--- config.mk ---
export PLATFORM = sky130hd
export DESIGN_NAME = keccak_state_mem
export DESIGN_NICKNAME = d
export VERILOG_FILES = /design/src/rtl/keccak_state_mem.sv
export SDC_FILE = /design/constraint.sdc
export NUM_CORES = 2
export LEC_CHECK = 0
export BUFFER_PORTS_ARGS = -buffer_cell sky130_fd_sc_hd__buf_2
export CAP_MARGIN = 20
export CORE_AREA = 4 4 665 667
export CTS_CLUSTER_DIAMETER = 40
export DETAILED_ROUTE_END_ITERATION = 10
export DIE_AREA = 0 0 669 671
export GPL_ROUTABILITY_DRIVEN = 0
export PLACE_DENSITY_LB_ADDON = 0.08
export SYNTH_ARGS = -nofsm -noshare
export SYNTH_HDL_FRONTEND = slang
export SYNTH_SLANG_ARGS = --single-unit
export TNS_END_PERCENT = 5
--- constraint.sdc ---
create_clock -name clk -period 4.1 [get_ports clk]
set_clock_uncertainty 0.05 [all_clocks]
set_input_delay 1.025 -clock clk [delete_from_list [all_inputs] [get_ports clk]]
set_output_delay 1.025 -clock clk [all_outputs]
set_load 0.005 [all_outputs]
--- src/rtl/keccak_state_mem.sv ---
// Keccak 64x25 state store: step-module read/write port plus streaming load and dump.
// One register line per slice; the FSM sequences whole-state transfers over cnt.

module keccak_state_line #(
  parameter int WIDTH = 25
) (
  input  logic             clk,
  input  logic             rst,
  input  logic             we,
  input  logic [WIDTH-1:0] wdata,
  output logic [WIDTH-1:0] q
);
  always_ff @(posedge clk) begin
    if (!rst)    q <= '0;
    else if (we) q <= wdata;
  end
endmodule

module keccak_state_mem #(
  parameter int WIDTH = 25,
  parameter int DEPTH = 64,
  parameter int AW    = 6
) (
  input  logic                        clk,
  input  logic                        rst,
  input  logic                        load_start,
  input  logic                        in_valid,
  input  logic [WIDTH-1:0]            in_line,
  output logic                        in_ready,
  output logic                        load_done,
  input  logic                        dump_start,
  output logic                        out_valid,
  input  logic                        out_ready,
  output logic [WIDTH-1:0]            out_line,
  output logic [AW-1:0]               out_addr,
  output logic                        dump_done,
  input  logic [AW-1:0]               step_addr,
  output logic [WIDTH-1:0]            step_line,
  input  logic                        step_we,
  input  logic [WIDTH-1:0]            step_wdata,
  output logic                        busy,
  output logic [DEPTH-1:0][WIDTH-1:0] data_out
);
  typedef enum logic [1:0] {IDLE, LOAD, DUMP} state_t;

  state_t                      state, state_nxt;
  logic [AW-1:0]               cnt, cnt_nxt;
  logic                        load_done_nxt, dump_done_nxt;
  logic                        wr_en;
  logic [AW-1:0]               wr_addr;
  logic [WIDTH-1:0]            wr_data;
  logic [DEPTH-1:0][WIDTH-1:0] mem;

  always_ff @(posedge clk) begin
    if (!rst) begin
      state     <= IDLE;
      cnt       <= '0;
      load_done <= 1'b0;
      dump_done <= 1'b0;
    end else begin
      state     <= state_nxt;
      cnt       <= cnt_nxt;
      load_done <= load_done_nxt;
      dump_done <= dump_done_nxt;
    end
  end

  // Single write port shared by step write-back (IDLE) and streaming load (LOAD).
  always_comb begin
    state_nxt     = state;
    cnt_nxt       = cnt;
    load_done_nxt = 1'b0;
    dump_done_nxt = 1'b0;
    in_ready      = 1'b0;
    out_valid     = 1'b0;
    wr_en         = 1'b0;
    wr_addr       = step_addr;
    wr_data       = step_wdata;
    case (state)
      IDLE: begin
        wr_en = step_we;
        if (load_start) begin
          state_nxt = LOAD;
          cnt_nxt   = '0;
        end else if (dump_start) begin
          state_nxt = DUMP;
          cnt_nxt   = '0;
        end
      end
      LOAD: begin
        in_ready = 1'b1;
        wr_addr  = cnt;
        wr_data  = in_line;
        if (in_valid) begin
          wr_en   = 1'b1;
          cnt_nxt = cnt + 1'b1;
          if (cnt == AW'(DEPTH - 1)) begin
            cnt_nxt       = '0;
            state_nxt     = IDLE;
            load_done_nxt = 1'b1;
          end
        end
      end
      DUMP: begin
        out_valid = 1'b1;
        if (out_ready) begin
          cnt_nxt = cnt + 1'b1;
          if (cnt == AW'(DEPTH - 1)) begin
            cnt_nxt       = '0;
            state_nxt     = IDLE;
            dump_done_nxt = 1'b1;
          end
        end
      end
      default: state_nxt = IDLE;
    endcase
  end

  for (genvar g = 0; g < DEPTH; g++) begin : g_line
    keccak_state_line #(.WIDTH(WIDTH)) u_line (
      .clk   (clk),
      .rst   (rst),
      .we    (wr_en && (wr_addr == AW'(g))),
      .wdata (wr_data),
      .q     (mem[g])
    );
  end

  assign step_line = mem[step_addr];
  assign out_line  = mem[cnt];
  assign out_addr  = cnt;
  assign busy      = (state != IDLE);
  assign data_out  = mem;
endmodule

; ---- Word-level counts from Yosys, hierarchy flattened
; Cells that the tools add are included.
[word_totals]
regBits = 1610
input_bits = 63
output_inout_bits = 1661
elab_cells = 235
[classes]
n_addsub = 1
order_cmp = 2
n_eq_ne = 69
n_mux = 23
reduce_logical = 72
[op_table]
columns = cell, n
row1 = 25-bit binary-select mux with 6-bit select, 2
row2 = "6-bit == test, second input constant", 33
row3 = "6-bit by 5-bit == test with 1-bit output, second input constant", 16
row4 = 25-bit 2-to-1 mux, 3
row5 = 1-bit logical AND, 64
row6 = "6-bit by 4-bit == test with 1-bit output, second input constant", 8
row7 = 6-bit 2-to-1 mux, 6
row8 = "6-bit by 3-bit == test with 1-bit output, second input constant", 4
row9 = 6-bit one-hot mux with 3 select lines, 1
row10 = "6-bit by 7-bit less-than comparator with 1-bit output, second input constant", 2
row11 = "6-bit by 2-bit == test with 1-bit output, second input constant", 2
row12 = 2-bit 2-to-1 mux, 5
row13 = 3-bit AND reduction, 3
row14 = "6-bit by 1-bit adder with 6-bit output, second input constant", 1
row15 = "6-bit by 1-bit == test with 1-bit output, second input constant", 1
row16 = 6-bit logical NOT, 1
row17 = 2-bit one-hot mux with 3 select lines, 1
row18 = 1-bit 2-to-1 mux, 4
row19 = "2-bit != test, second input constant", 2
row20 = 4-bit AND reduction, 1
row21 = "3-bit != test, second input constant", 1
row22 = 3-bit nonzero test, 1
row23 = "2-bit by 1-bit == test with 1-bit output, second input constant", 1
row24 = "2-bit == test, second input constant", 1
row25 = 3 further kinds, 3

; ---- Depth between registers and ports, before layout
[depth]
ltp_word = 4
depth_mapped = 11
ltp_nobuf = 7

; ---- Hierarchy
; Synthesis repeated with hierarchy kept, for this count alone.
[unflattened]
hier_cells = 7391
area_unflattened_um2 = 88731.4
[modules_own_cells]
columns = module, n_inst, cells_each, area_per_inst_um2, seq_area_each_um2
row1 = keccak_state_line, 64, 80, 965.9, 500.5
row2 = keccak_state_mem, 1, 2271, 26912.1, 200.2

; ---- Least setup slack after synthesis
; OpenSTA, ideal clock, no wires.
[synth_timing]
path_type = in2out
from = in step_addr[2]
to = out step_line[10]
arrival_ns = 2.749
required_time_ns = 3.025
path_slack_ns = 0.276
cell_stages = 6
n_path_buf = 2
path_cell_list = buf_2 buf_1 mux4_2 o21ai_0 a32oi_1 a32o_1
[synth_via]
elab_chain_cells = 2
[synth_lines]
columns = item, line_no
row1 = from (decl), 37  ; input logic [AW-1:0] step_addr,
row2 = 25-bit binary-select mux with 6-bit select, 129  ; assign step_line = mem[step_addr];
row3 = 25-bit 2-to-1 mux (implied by the code), 129
row4 = to (decl), 38  ; output logic [WIDTH-1:0] step_line,
; No other way between the ends. The select of a mux whose other input is x is not followed.

; ---- Worst setup path in the final report
[layout_timing]
from = reg cnt[0], in the netlist out_addr[0]
to = out out_line[5]
[layout_via]
elab_chain_cells = 2
[layout_lines]
columns = item, line_no
row1 = from (decl), 47  ; logic [AW-1:0] cnt, cnt_nxt;
row2 = from (signal assigned), 62  ; cnt <= cnt_nxt;
row3 = 25-bit binary-select mux with 6-bit select, 130  ; assign out_line = mem[cnt];
row4 = 25-bit 2-to-1 mux (implied by the code), 130
row5 = to (decl), 34  ; output logic [WIDTH-1:0] out_line,
; No other way between the ends. The select of a mux whose other input is x is not followed.

==> results.txt <==
DRC viols: 0
Worst Hold End: state[1]$_SDFFE_PN0P_
Main synth FF type: dfxtp_1
PnR worst setup slack: -0.750 ns
Yosys top cell by area: dfxtp_1
Final Slew Violations: 0
relative slew slack: 24.1%
CP delay by family, top: compound AO/OA/AOI/OAI gates
Vias per Instance: 5.28
critical setup path kind: reg -> out
CP Buf/Inv Count: 4
Req. time, crit path: 3.02 ns
CTS hold repair buffers: 0
CTS H-tree lvls: 5
synth cell count leaders: nand2_1, dfxtp_1, o211a_1, mux4_2, clkbuf_1
root buf cell: clkbuf_16
FF-to-FF path depth: 7
failing checks: setup timing
status: finished with violations
GR Overflow Total: 0
ys async rst share: 0%
Worst Hold Class: in -> reg
WL per Instance: 46.0 um
total power: 64.4 mW
Core Area: 0.437 mm2
post-layout util: 28.6%
Layout Nets: 9873
1st-iter DRT viols: 9377
worst path cell trace: buf_16, buf_12, mux4_2, a22oi_1, a21oi_2, a21oi_2, buf_12, o31ai_4, buf_2
Synth top area share: 38.5%
RSZ-0062 raised after global routing: true
Worst-Margin Slew: 1.11 ns
Clk Latency, worst-skew pair: 0.96 ns
port bufs: 1723
TritonCTS Buffers: 403
Tcrit/Tclk final: 118%
Layout area overhead: 49.1%
synthesized area: 0.0836 mm2
CP Launch Type: register
hold path cells: 3
gr usage total: 31.3%
reg2reg setup slack: 0.78 ns
Worst Min Path Start: load_start
sequential share of the synthesized area: 38.5%
Peak VDD IR: 0.356 mV
Vias: 84104
vias in the first global route: 79465
PwrDens: 517 mW/mm2
Lkg Pwr: 68.7 nW
most common cell in the netlist: nand2_1
reg-to-reg endpoint: g_line[0].u_line.q[17]$_SDFFE_PN0P_
Place WS: -1.48 ns
fmax: 206 MHz
num rows: 243
nature of the critical path endpoint: output pin
Routed WL: 733000 um
Distinct cells, synth: 61
antenna-violating nets left: 0
top cells by area, synth: dfxtp_1, mux4_2, o211a_1
placed instance area: 0.107 mm2
clk buf depth: 4
origin of the critical flop-to-flop path: state[1]$_SDFFE_PN0P_
I/O pin count: 1724
Net Count, Synth: 7764
Yosys reg bits: 1610
Synth Instances: 7695
post-DP HPWL: 586000 um
Critical-path top delay cell: mux4_2
Synth Area per Inst: 10.9 um2
maxcap violations: 0
Critical Path Stages: 9
initial antenna violation count: 68
CTS sink cnt: 1610
CP peak stage delay: 0.72 ns
CTS tree: built
Crit Path Max Fanout: 10
largest net degree at the start of global routing: 96
final instance area: 0.125 mm2
Fin Hold WS: 0.391 ns
first-pass GRT wire length: 918000 um
Final Hold Fails: 0
Post-synth EDFFs: 0
die area: 0.449 mm2
Worst Path Arrival: 3.78 ns
proportion of layout cells with a drive suffix above 1: 44.8%
drt first pass iters: 7
crit path time final: 4.85 ns
DIE HEIGHT: 671 um
die width: 669 um
initial core utilization: 19.2%
Clock transition at path regs: 0.04 ns
final setup fails: 50
YS warnings: 0
## layer usage
metal | track usage, % | vias up | routed length [um]
met3 | 8.46 | 1001 | 61000
li1 | - | 33963 | -
met2 | 51.6 | 4612 | 343000
met4 | 17.3 | 14 | 50100
met5 | 0 | - | 93
met1 | 36.8 | 44514 | 279000
## cell type report
type                            instances  area (um2)
Multi-Input combinational cell       5102       50100
Sequential cell                      1610       32200
Clock inverter                        196        2940
Antenna cell                           37        92.6
Clock buffer                          542       11400
Tap cell                             5757        7200
Fill cell                           45698      312000
Timing Repair Buffer                 2678       20700
Inverter                                9        36.3
## logic make-up (layout without fill, tap and decap cells)
logic type      count (synthesis)  after routing  share of synthesized area, %
simple gates                 2056           2056                          10.0
compound gates               2089           2089                          23.3
buf+inv                       983           3425                          5.05
flops                        1610           1610                          38.5
xor+xnor                        4              4                        0.0419
other cells                     0             37                             0
fa+ha+maj                       6              6                        0.0898
mux                           947            947                          22.9
## worst max path at each step
stage / start / to / slack, ns
2_1_floorplan: step_addr[2] / step_line[10] / 0.28
3_3_place_gp: step_addr[0] / step_line[13] / -1.64
3_5_place_dp: step_addr[0] / step_line[3] / -1.48
4_1_cts: out_addr[0]$_SDFFE_PN0P_ / out_line[21] / -0.81
5_1_grt: out_addr[4]$_SDFFE_PN0P_ / out_line[9] / -0.80
6_report: out_addr[0]$_SDFFE_PN0P_ / out_line[5] / -0.75
## flip-flops by register name (all words and copies together) (netlist names)
signal,flops
g_line.u_line.q,1600
state,2
out_addr,6
dump_done,1
load_done,1
## stage by stage
stage / cells / TNS, ns
2_1_floorplan: 7695 / 0
3_3_place_gp: 15094 / -35.73
3_5_place_dp: 15107 / -32.09
4_1_cts: 15887 / -33.81
5_1_grt: 15907 / -32.51
6_report: 15931 / -30.91
## power breakdown
group,internal (mW),total [mW],switching (mW)
logic,4.55,13.6,9.04
registers,16.1,16.8,0.642
clock network,23.0,34.1,11.1
## tightest hold or removal path: cells and delay by family
family,cells,cell delay (ns)
and+or+nand+nor,1,0.14
buffers and inverters,1,0.10
AOI/OAI and AO/OA,1,0.07
## repair_timing
action                                  4_1_cts  5_1_grt
endpoints found under the setup margin       50       50
gates cloned                                  9        4
pin swaps                                    46       24
setup buffers                                36        6
gates resized for setup                     414      127
## cells in the final DEF, fill, tap and decap left out, drive strengths merged, types with 5 or more instances in the layout
| master | count |
|---|---|
| a2111oi | 9 |
| a211oi | 79 |
| a21oi | 37 |
| a221oi | 65 |
| a22oi | 33 |
| a32o | 23 |
| a32oi | 23 |
| and2 | 21 |
| buf | 2672 |
| bufinv | 58 |
| clkbuf | 546 |
| clkinv | 90 |
| clkinvlp | 36 |
| dfxtp | 1610 |
| diode | 37 |
| ha | 6 |
| inv | 21 |
| mux2 | 14 |
| mux2i | 161 |
| mux4 | 772 |
| nand2 | 1733 |
| nand2b | 9 |
| nand3 | 9 |
| nor2 | 126 |
| nor2b | 29 |
| nor3 | 90 |
| nor4 | 15 |
| o211a | 1600 |
| o21ai | 92 |
| o21bai | 25 |
| o221ai | 6 |
| o22ai | 67 |
| o31ai | 5 |
| o32ai | 6 |
Note: power is estimated with default switching activity, not from simulation.
